### src/rtl/mac_array.sv
// N_CH parallel signed multiply-accumulate lanes sharing one input stream.
// Each lane sums S1_NUM beats and presents the full sum plus a shifted, saturated result.
module mac_array #(
  parameter  int DATA_WIDTH = 8,
  parameter  int S1_NUM     = 4,
  parameter  int N_CH       = 2,
  parameter  int SF         = 4,
  localparam int ACC_WIDTH  = 2*DATA_WIDTH + $clog2(S1_NUM),
  localparam int CNT_WIDTH  = $clog2(S1_NUM)
) (
  input  logic                         clk,
  input  logic                         reset,
  input  logic                         enable,
  input  logic                         clear,
  input  logic                         in_valid,
  output logic                         in_ready,
  input  logic [DATA_WIDTH-1:0]        inp,
  input  logic [N_CH*DATA_WIDTH-1:0]   weight,
  output logic                         out_valid,
  input  logic                         out_ready,
  output logic [N_CH*ACC_WIDTH-1:0]    mac_out,
  output logic [N_CH*DATA_WIDTH-1:0]   q_out,
  output logic [CNT_WIDTH-1:0]         beat_cnt
);

  localparam int PW = 2*DATA_WIDTH;
  localparam logic signed [ACC_WIDTH-1:0] Q_MAX = ACC_WIDTH'((1 << (DATA_WIDTH-1)) - 1);
  localparam logic signed [ACC_WIDTH-1:0] Q_MIN = -Q_MAX - ACC_WIDTH'(1);

  typedef enum logic {ST_ACCUM, ST_HOLD} state_t;

  state_t                        r_state, w_next;
  logic signed [ACC_WIDTH-1:0]   r_acc [N_CH];
  logic [CNT_WIDTH-1:0]          r_cnt;
  logic [N_CH*ACC_WIDTH-1:0]     r_mac;
  logic [N_CH*DATA_WIDTH-1:0]    r_q;

  logic                          w_in_ready, w_out_valid, w_acc, w_take, w_last;
  logic signed [PW-1:0]          w_prod  [N_CH];
  logic signed [ACC_WIDTH-1:0]   w_sum   [N_CH];
  logic signed [ACC_WIDTH-1:0]   w_shift [N_CH];
  logic signed [DATA_WIDTH-1:0]  w_q     [N_CH];

  // Ready is gated by reset directly so it reads 0 throughout the reset cycle.
  assign w_in_ready = (r_state == ST_ACCUM) && !reset;
  assign w_acc      = w_in_ready && in_valid && enable;
  assign w_take     = w_acc && !clear;
  assign w_last     = (r_cnt == CNT_WIDTH'(S1_NUM-1));

  always_ff @(posedge clk) begin
    if (reset) r_state <= ST_ACCUM;
    else       r_state <= w_next;
  end

  always_comb begin
    w_next      = r_state;
    w_out_valid = 1'b0;
    case (r_state)
      ST_ACCUM: if (w_take && w_last) w_next = ST_HOLD;
      ST_HOLD: begin
        w_out_valid = 1'b1;
        if (out_ready) w_next = ST_ACCUM;
      end
      default: w_next = ST_ACCUM;
    endcase
  end

  always_comb begin
    w_prod  = '{default: '0};
    w_sum   = '{default: '0};
    w_shift = '{default: '0};
    w_q     = '{default: '0};
    for (int unsigned k = 0; k < N_CH; k++) begin
      w_prod[k]  = PW'($signed(inp)) * PW'($signed(weight[k*DATA_WIDTH +: DATA_WIDTH]));
      w_sum[k]   = r_acc[k] + ACC_WIDTH'(w_prod[k]);
      w_shift[k] = w_sum[k] >>> SF;
      if (w_shift[k] > Q_MAX)      w_q[k] = {1'b0, {(DATA_WIDTH-1){1'b1}}};
      else if (w_shift[k] < Q_MIN) w_q[k] = {1'b1, {(DATA_WIDTH-1){1'b0}}};
      else                         w_q[k] = w_shift[k][DATA_WIDTH-1:0];
    end
  end

  always_ff @(posedge clk) begin
    if (reset) begin
      r_acc <= '{default: '0};
      r_cnt <= '0;
      r_mac <= '0;
      r_q   <= '0;
    end else if (r_state == ST_ACCUM) begin
      if (clear) begin
        r_acc <= '{default: '0};
        r_cnt <= '0;
      end else if (w_acc) begin
        if (w_last) begin
          for (int unsigned k = 0; k < N_CH; k++) begin
            r_mac[k*ACC_WIDTH +: ACC_WIDTH]   <= w_sum[k];
            r_q[k*DATA_WIDTH +: DATA_WIDTH]   <= w_q[k];
            r_acc[k]                          <= '0;
          end
          r_cnt <= '0;
        end else begin
          for (int unsigned k = 0; k < N_CH; k++) r_acc[k] <= w_sum[k];
          r_cnt <= r_cnt + CNT_WIDTH'(1);
        end
      end
    end
  end

  assign in_ready  = w_in_ready;
  assign out_valid = w_out_valid;
  assign mac_out   = r_mac;
  assign q_out     = r_q;
  assign beat_cnt  = r_cnt;

endmodule

### config.mk
export PLATFORM = sky130hd
export DESIGN_NAME = mac_array
export DESIGN_NICKNAME = d
export VERILOG_FILES = /design/src/rtl/mac_array.sv
export SDC_FILE = /design/constraint.sdc
export NUM_CORES = 1
export LEC_CHECK = 0
export ABC_AREA = 1
export CAP_MARGIN = 20
export CORE_ASPECT_RATIO = 1.2
export CORE_MARGIN = 4
export CORE_UTILIZATION = 25
export DETAILED_ROUTE_END_ITERATION = 10
export PLACE_DENSITY = 0.5
export SLEW_MARGIN = 20
export SYNTH_ARGS = -nofsm -noshare
export SYNTH_HDL_FRONTEND = slang
export SYNTH_SLANG_ARGS = --single-unit
### constraint.sdc
create_clock -name clk -period 9 [get_ports clk]
set_clock_uncertainty 0.1 [all_clocks]
set_input_delay 2.25 -clock clk [delete_from_list [all_inputs] [get_ports clk]]
set_output_delay 2.25 -clock clk [all_outputs]
set_load 0.01 [all_outputs]
* Yosys cells after proc, flatten, opt, wreduce, memory -nomap -nowiden
Cells that the tools add are included.
** Cells by class
- $add $sub $neg :: 3
- Muxes and demuxes :: 14
- Bitwise operators :: 2
- Reduce and logical (&&, ||, !) cells :: 10
- Shift operators :: 0
- $lt $le $gt $ge :: 4
- Multiply operators :: 2
- Equality and inequality tests :: 1
- Divide/modulo/power cells :: 0
** Operators by type and width (number)
- 36-bit 2-to-1 mux :: 3
- 18-bit by 16-bit adder with 18-bit output :: 2
- 8-bit by 8-bit multiplier with 16-bit output :: 2
- 8-bit 2-to-1 mux :: 4
- 14-bit by 8-bit greater-than comparator with 1-bit output, second input constant :: 2
- 14-bit by 8-bit < comparator with 1-bit output, second input constant :: 2
- 2-bit 2-to-1 mux :: 3
- 1-bit logical AND :: 5
- 4-bit AND reduction :: 1
- 1-bit 2-to-1 mux :: 3
- 2-bit by 1-bit adder with 2-bit output, second input constant :: 1
- 2-bit equality test, second input constant :: 1
- 1-bit zero test :: 2
- 1-bit inverter :: 2
- 1-bit one-hot mux with 2 select lines :: 1
- 2-bit AND reduction :: 1
- 2-bit nonzero test :: 1
** Storage, ports and cells
- Output and inout bits :: 56
- Bits in writable memories :: 0
- Bits of input ports :: 30
- Bits in latches :: 0
- Logic and storage cells :: 42
- Bits in read-only memories :: 0
- Flip-flop bits (word level) :: 91
- Memories :: 0

* Longest topological paths before layout
Gate-level depths: netlist (run 1).
- Depth after elaboration :: 8
- Depth in mapped cells :: 27
- Depth with buffers taken out :: 26

* Least setup slack after synthesis (run 1)
Ideal clock, no wire load.
- Path type :: input to register
- Start point :: input inp[3]
- End point :: register r_q[8], in the netlist q_out[8]
- Slack :: 2.071 ns
- Cell stages on the path :: 22
- Data required time :: 8.768 ns
- Data arrival time :: 6.697 ns
- Setup time :: 0.132 ns
- Buffers on the path :: 2
- Cell sequence :: clkbuf_1 -> clkbuf_1 -> nand2_1 -> fa_1 -> fa_1 -> inv_1 -> fa_1 -> fa_1 -> fa_1 -> ha_1 -> nand2_2 -> inv_1 -> nand2_1 -> nand2_1 -> nand2_1 -> nand3_1 -> nand2_1 -> nand2_1 -> nor2_1 -> nand3_2 -> a21boi_1 -> a21oi_1
** On the way
- Cells in the longest elaborated chain, start to end :: 5
- Elaborated cells on any way between the ends :: 6
- Classes of those cells :: add/sub (1); mul (1); order compare (2); mux (2)
** RTL lines
- from (decl) :: line 17 : input logic [DATA_WIDTH-1:0] inp,
- 8-bit by 8-bit multiplier with 16-bit output * :: line 74 : w_prod[k] = PW'($signed(inp)) * PW'($signed(weight[k*DATA_WIDTH +: DATA_WIDTH]));
- 18-bit by 16-bit adder with 18-bit output * :: line 75 : w_sum[k] = r_acc[k] + ACC_WIDTH'(w_prod[k]);
- 14-bit by 8-bit < comparator with 1-bit output :: line 78 : else if (w_shift[k] < Q_MIN) w_q[k] = {1'b1, {(DATA_WIDTH-1){1'b0}}};
- 8-bit 2-to-1 mux :: line 78
- 8-bit 2-to-1 mux * :: line 77 : if (w_shift[k] > Q_MAX) w_q[k] = {1'b0, {(DATA_WIDTH-1){1'b1}}};
- to (signal, indexed assignment) :: line 97 : r_q[k*DATA_WIDTH +: DATA_WIDTH] <= w_q[k];
- to (decl) :: line 36 : logic [N_CH*DATA_WIDTH-1:0] r_q;
Every way passes the cells marked *; elsewhere a longest branch is shown, timed or not.
A chain may end at the register's enable or synchronous reset.

* Worst setup path after layout (run 1)
- Start point :: input inp[7]
- End point :: register r_q[12], in the netlist q_out[12]
Same word-level chain as after synthesis.

==> results of run 1 <==
[cell usage in the layout (no fill, tap or decap), types with 2 or more instances in the layout]
master	count
or2_1	4
nand3_2	2
nor2_1	75
nand3b_1	3
nand2_1	359
o211ai_1	5
xnor2_1	11
inv_1	323
nor2_2	3
o21ai_0	33
fa_1	160
nand2_2	15
dfxtp_1	91
xor2_1	5
nand4_1	10
bufinv_16	3
nor3_1	3
o21bai_1	3
clkbuf_16	9
a211oi_1	2
o21ai_1	3
ha_1	85
clkinv_1	2
nor2_4	2
a21oi_1	74
nand3_1	40
buf_4	5
a21boi_1	7
inv_2	4
or2_2	5
clkdlybuf4s50_1	84
[registers in the layout, indices dropped and copies added (netlist names)]
| register | count |
|---|---|
| r_state | 1 |
| q_out | 16 |
| r_acc | 36 |
| beat_cnt | 2 |
| mac_out | 36 |
[area by class of cell]
| type | instances | share of cell area (%) |
|---|---|---|
| multi-input combinational | 916 | 59.5 |
| sequential | 91 | 14.9 |
| inverter | 329 | 10.1 |
| timing repair buffer | 90 | 7.21 |
| tap | 546 | 5.57 |
| clock buffer | 11 | 1.98 |
| clock inverter | 4 | 0.806 |
[worst max-delay path, delay by kind of cell]
family,cells,cell delay [ns]
AO/OA/AOI/OAI,2,0.26
adder cells (fa/ha/maj),6,2.73
buffers and inverters,3,1.44
AND/OR/NAND/NOR,10,1.14
[through the flow]
step                      area, um2  worst slack (ns)
after detailed placement      11900             0.831
final                         12300              1.25
after global routing          12300             0.790
after floorplan               10600              2.07
after global placement        11900             0.929
after CTS                     12300              1.21
[cell families (layout without fill, tap and decap cells)]
| logic type | Yosys count | after routing | share of synthesized area (%) |
|---|---|---|---|
| buf+inv | 379 | 434 | 13.7 |
| xor+xnor | 16 | 16 | 1.33 |
| fa+ha+maj | 245 | 245 | 40.4 |
| flops | 91 | 91 | 17.3 |
| simple gates | 524 | 524 | 20.6 |
| compound gates | 131 | 131 | 6.70 |
[metal layers]
metal | vias to the layer above | track usage, %
met5 | - | 0
met2 | 144 | 20.5
met3 | 19 | 1.86
met4 | 0 | 3.03
met1 | 4010 | 17.7
li1 | 4194 | -
[power by group through the flow]
| stage | sequential [W] | combinational (W) | clock, W |
|---|---|---|---|
| floorplan | 0.000437 | 0.00236 | 0 |
| global placement | 0.000441 | 0.00313 | 0 |
| detailed placement | 0.000441 | 0.00312 | 0 |
| CTS | 0.000432 | 0.00315 | 0.000467 |
| global route | 0.000434 | 0.00362 | 0.000482 |
| finish | 0.000431 | 0.00312 | 0.000451 |
[final timing paths]
kind / startpoint / endpoint / slack [ns]
min: r_acc[23] / r_acc[23] / 0.36
min reg2reg: r_acc[23] / r_acc[23] / 0.36
max reg2reg: r_acc[6] / q_out[12] / 4.10
max: inp[7] / q_out[12] / 1.25
==> results.sh, run 1 <==
export IMPL_status="finished, final reports clean"
export IMPL_final_cells=1987
export IMPL_syn_instance_count=1386
export IMPL_yosysMostFrequentCell="nand2_1"
export IMPL_switching_power_w=0.00223
export IMPL_grt_pass1_wl_um=46700
export IMPL_multi_input_area_mm2=0.00729
export IMPL_n_antenna_cell=0
export IMPL_fin_util_pct=29.4
export IMPL_gr_total_overflow=0
export IMPL_holdWs_ns=0.364
export IMPL_setup_violations=0
export IMPL_route_layer_met1_wl_um=13500
export IMPL_antenna_left=0
export IMPL_r2r_cells=19
export IMPL_rsz0062_at_grt="false"
export IMPL_tritoncts="done"
export IMPL_max_cap_violations=0
export IMPL_place_congestion=0.813
export IMPL_cts_max_level=3
export IMPL_synth_top_area_share_pct=30.4
export IMPL_antenna_found_initial=0
export IMPL_slew_headroom_pct=42.9
export IMPL_cp_arrival_ns=7.86
export IMPL_seqPwrFrac_pct=10.8
export IMPL_root_buffer="clkbuf_16"
export IMPL_wl_per_cell_um=13.7
export IMPL_tns_ns=0
export IMPL_timing_final_crit_share_pct=86.1
export IMPL_drt_pass1_iter_count=5
export IMPL_hold_path_class="reg -> reg"
export IMPL_p_per_area_mw_per_mm2=327
export IMPL_cts_sinks=91
export IMPL_cp_required_ns=9.11
export IMPL_clk_pin_slew_ns=0.07
export IMPL_ys_warnings_count=0
export IMPL_die_h_um=233
export IMPL_drtIter0Drc=292
export IMPL_synth_area_mm2=0.0106
export IMPL_design_die_area_mm2=0.0456
export IMPL_clk_latency_ns=0.37
export IMPL_ys_types=37
export IMPL_grt_pass1_vias=9048
export IMPL_power_frac_comb_pct=78.0
export IMPL_nNetsFinal=1712
export IMPL_power_frac_clock_pct=11.3
export IMPL_initial_core_util_pct=25.3
export IMPL_n_fill_cell=4529
export IMPL_postCtsSetupRepairBufs=0
export IMPL_dpl_cell_count=1972
export IMPL_cp_start_kind="input port"
export IMPL_hold_depth=2
export IMPL_syn2layout_area_growth_pct=16.1
export IMPL_total_power_w=0.00401
export IMPL_ys_top_cells_by_count="nand2_1 (359), inv_1 (323), fa_1 (160), dfxtp_1 (91), ha_1 (85)"
export IMPL_synth_nets=1661
export IMPL_ys_seq_area_share_pct=17.3
export IMPL_async_reset_ff_share_pct=0
export IMPL_track_usage_pct=12.6
export IMPL_cts_made_buffers=9
export IMPL_highest_layer="met4"
export IMPL_route_met2_wl_um=12500
export IMPL_avgViaCountPerCell=4.21
export IMPL_synth_edff_count=0
export IMPL_p_leak_nw=6.33
export IMPL_num_io_pins=86
export IMPL_crit_type="in -> reg"
export IMPL_io_buffers=85
export IMPL_synthTopCellsByArea="fa_1 (30%), dfxtp_1 (17%), nand2_1 (13%)"
export IMPL_max_freq_ghz=0.129
export IMPL_clk_path_buf_depth=2
export IMPL_final_max_slew_viol_count=0
export IMPL_grt_max_degree=68
export IMPL_routed_wirelength_um=27300
export IMPL_syn_avg_cell_area_um2=7.61
export IMPL_worst_slew_pin_transition_ns=0.853
export IMPL_finalHoldViolCount=0
export IMPL_p_int_w=0.00178
export IMPL_drc=0
export IMPL_layout_drive_gt1_share_pct=3.82
export IMPL_path_max_fanout=16
export IMPL_path_cells="clkdlybuf4s50_1 -> nand2_1 -> inv_1 -> fa_1 -> fa_1 -> fa_1 -> fa_1 -> ha_1 -> ha_1 -> nand2_1 -> nand2_1 -> inv_1 -> nand2_1 -> nand2_1 -> nand3_1 -> nand2_1 -> nand2_1 -> nor2_1 -> nand3_2 -> a21boi_1 -> a21oi_1"
export IMPL_min_period_ns=7.75
export IMPL_slowest_stage="clkdlybuf4s50_1"
export IMPL_wl_met3_um=943
export IMPL_max_stage_delay_ns=0.89
export IMPL_core_mm2=0.0418
export IMPL_dp_hpwl_um=22200
export IMPL_worst_ir_drop_vdd_uv=162
export IMPL_synth_largest_area_cell="fa_1"
export IMPL_sw_frac_of_total_pct=55.6
export IMPL_cts_resized_gates=0
export IMPL_hold_buffers=0
export IMPL_endpoint_kind="register"
export IMPL_rows=82
export IMPL_crit_top_cell="nand2_1"
export IMPL_ys_ff_latch=91
export IMPL_die_x_um=196
export IMPL_regArea_mm2=0.00182
export IMPL_vias=8367
export IMPL_synth_flop_cell="dfxtp_1"
No activity file was read; power rests on OpenSTA's default activity.
==> run 2: changes to the inputs <==
Settings changed: CORE_MARGIN 4 to not set, RECOVER_POWER set to 100, TNS_END_PERCENT set to 1.
==> results.sh, run 2 (synthesis results as in run 1) <==
export IMPL_root_buffer="clkbuf_16"
export IMPL_switching_power_w=0.00219
export IMPL_avgViaCountPerCell=4.22
export IMPL_final_common_cell="nand2_1"
export IMPL_num_io_pins=86
export IMPL_placed_area_mm2=0.0119
export IMPL_min_period_ns=8.14
export IMPL_syn2layout_area_growth_pct=15.4
export IMPL_postCtsSetupRepairBufs=0
export IMPL_clk_pin_slew_ns=0.07
export IMPL_worst_slew_pin_transition_ns=3.49
export IMPL_power_frac_comb_pct=78.3
export IMPL_track_usage_pct=13.6
export IMPL_seqPwrFrac_pct=11.1
export IMPL_cts_resized_gates=0
export IMPL_tns_ns=0
export IMPL_finalHoldViolCount=0
export IMPL_rows=82
export IMPL_setup_violations=0
export IMPL_drc=1
export IMPL_antenna_left=0
export IMPL_violations="DRC, capacitance limit, slew limit"
export IMPL_grt_pass1_wl_um=46500
export IMPL_die_x_um=190
export IMPL_hold_buffers=0
export IMPL_drt_pass1_iter_count=7
export IMPL_hold_path_class="reg -> reg"
export IMPL_p_leak_nw=6.49
export IMPL_max_cap_violations=3
export IMPL_cp_arrival_ns=8.13
export IMPL_routed_wirelength_um=27300
export IMPL_cts_max_level=3
export IMPL_path_max_fanout=16
export IMPL_grt_pass1_vias=8957
export IMPL_slew_headroom_pct=-133
export IMPL_nNetsFinal=1714
export IMPL_p_per_area_mw_per_mm2=319
export IMPL_vias=8395
export IMPL_initial_core_util_pct=25.3
export IMPL_io_buffers=85
export IMPL_slowest_stage="dlygate4sd3_1"
export IMPL_grt_max_degree=68
export IMPL_power_frac_clock_pct=10.6
export IMPL_place_congestion=0.817
export IMPL_drtIter0Drc=283
export IMPL_cp_top_family="adder cells"
export IMPL_fin_util_pct=29.2
export IMPL_total_power_w=0.00388
export IMPL_core_mm2=0.0417
export IMPL_die_h_um=227
export IMPL_antenna_found_initial=0
export IMPL_wl_per_cell_um=13.7
export IMPL_design_die_area_mm2=0.0430
export IMPL_gr_total_overflow=0
export IMPL_worst_ir_drop_vdd_uv=173
export IMPL_pre_cts_ws_ns=0.796
export IMPL_tritoncts="done"
export IMPL_p_int_w=0.00169
export IMPL_crit_type="in -> reg"
export IMPL_status="complete, but fails checks"
export IMPL_endpoint_kind="register"
export IMPL_final_max_slew_viol_count=143
export IMPL_layout_drive_gt1_share_pct=2.70
export IMPL_cts_sinks=91
export IMPL_max_stage_delay_ns=0.99
export IMPL_layout_common_cells="nand2_1 (371), inv_1 (324), fa_1 (160)"
export IMPL_dp_hpwl_um=22000
export IMPL_cp_start_kind="input port"
export IMPL_path_cells="dlygate4sd3_1 -> nand2_1 -> inv_1 -> fa_1 -> fa_1 -> fa_1 -> fa_1 -> ha_1 -> ha_1 -> nand2_1 -> inv_1 -> a21oi_1 -> nor2_1 -> nor2_1 -> nand2_1 -> inv_1 -> nand2_2 -> nand2_1 -> nor2_4 -> a21boi_0 -> a21oi_1"
export IMPL_fin_ws_ns=0.857
export IMPL_clk_latency_ns=0.36
export IMPL_cp_required_ns=8.99
export IMPL_sw_frac_of_total_pct=56.5
export IMPL_n_antenna_cell=0
export IMPL_clk_path_buf_depth=2
export IMPL_path_buf_inv=4
export IMPL_timing_final_crit_share_pct=90.5
export IMPL_cts_made_buffers=9
export IMPL_rsz0062_at_grt="false"
export IMPL_rrSetupSlack_ns=3.93
export IMPL_design_area_mm2=0.0122
export IMPL_max_freq_ghz=0.123
==> run 2: changes by cell type in the layout (fill, tap and decap cells not counted), sizes merged <==
| cell | before | now |
|---|---|---|
| dlygate4sd3 | 0 | 59 |
| inv | 327 | 329 |
| bufinv | 3 | 1 |
| clkinv | 3 | 5 |
| buf | 6 | 5 |
| clkbuf | 11 | 13 |
| clkdlybuf4s50 | 84 | 25 |
==> run 2: worst register-to-register path, cell delays in order (launching register included) <==
cell and delay (ns):
dfxtp_1 0.33, inv_1 0.06, fa_1 0.53, inv_1 0.05, fa_1 0.49, inv_1 0.05, fa_1 0.49, inv_1 0.06
fa_1 0.43, fa_1 0.46, ha_1 0.39, nand2_1 0.13, nor3_1 0.29, o21bai_1 0.11, nand2_1 0.13, nand3_1 0.08
nand2_1 0.21, nor2_4 0.11, a21boi_0 0.20, a21oi_1 0.08
==> run 2: path summary, 6_finish.rpt <==
kind / startpoint / depth (start not counted) / end
worst max-delay path: inp[7] / 21 / q_out[14]
worst min-delay path: mac_out[6] / 2 / mac_out[6]
worst max register to register: r_acc[6] / 19 / q_out[14]
worst min register to register: mac_out[6] / 2 / mac_out[6]
==> run 2: metal layers <==
layer	vias to the layer above	part of all wire [%]	global-route usage, %
li1	4203	-	-
met1	4042	49	18.7
met2	127	46	22.4
met3	23	2.7	1.60
met4	0	1.5	3.62
met5	-	0	0
==> run 2: area by class of cell <==
type / count / area, um2
fillers: 4634 / 29500
inverters: 329 / 1230
flip-flops and latches: 91 / 1820
repair buffers: 92 / 887
clock buffers: 10 / 239
multi-input cells: 916 / 7240
well taps: 546 / 683
clock inverters: 6 / 70.1
==> run 2: metrics by stage <==
stage               instances  hold WS, ns
detailed placement       1974        0.357
finish                   1990        0.365
global placement         1974        0.354
floorplan                1386        0.345
CTS                      1990        0.368
global route             1990        0.385
==> run 2: power by group through the flow <==
stage	Clock (W)	Sequential [W]	Combinational, W
after floorplan	0	0.000437	0.00236
after global placement	0	0.000441	0.00313
after detailed placement	0	0.000442	0.00314
after CTS	0.000425	0.000432	0.00317
after global routing	0.000435	0.000434	0.00355
final	0.000410	0.000432	0.00304
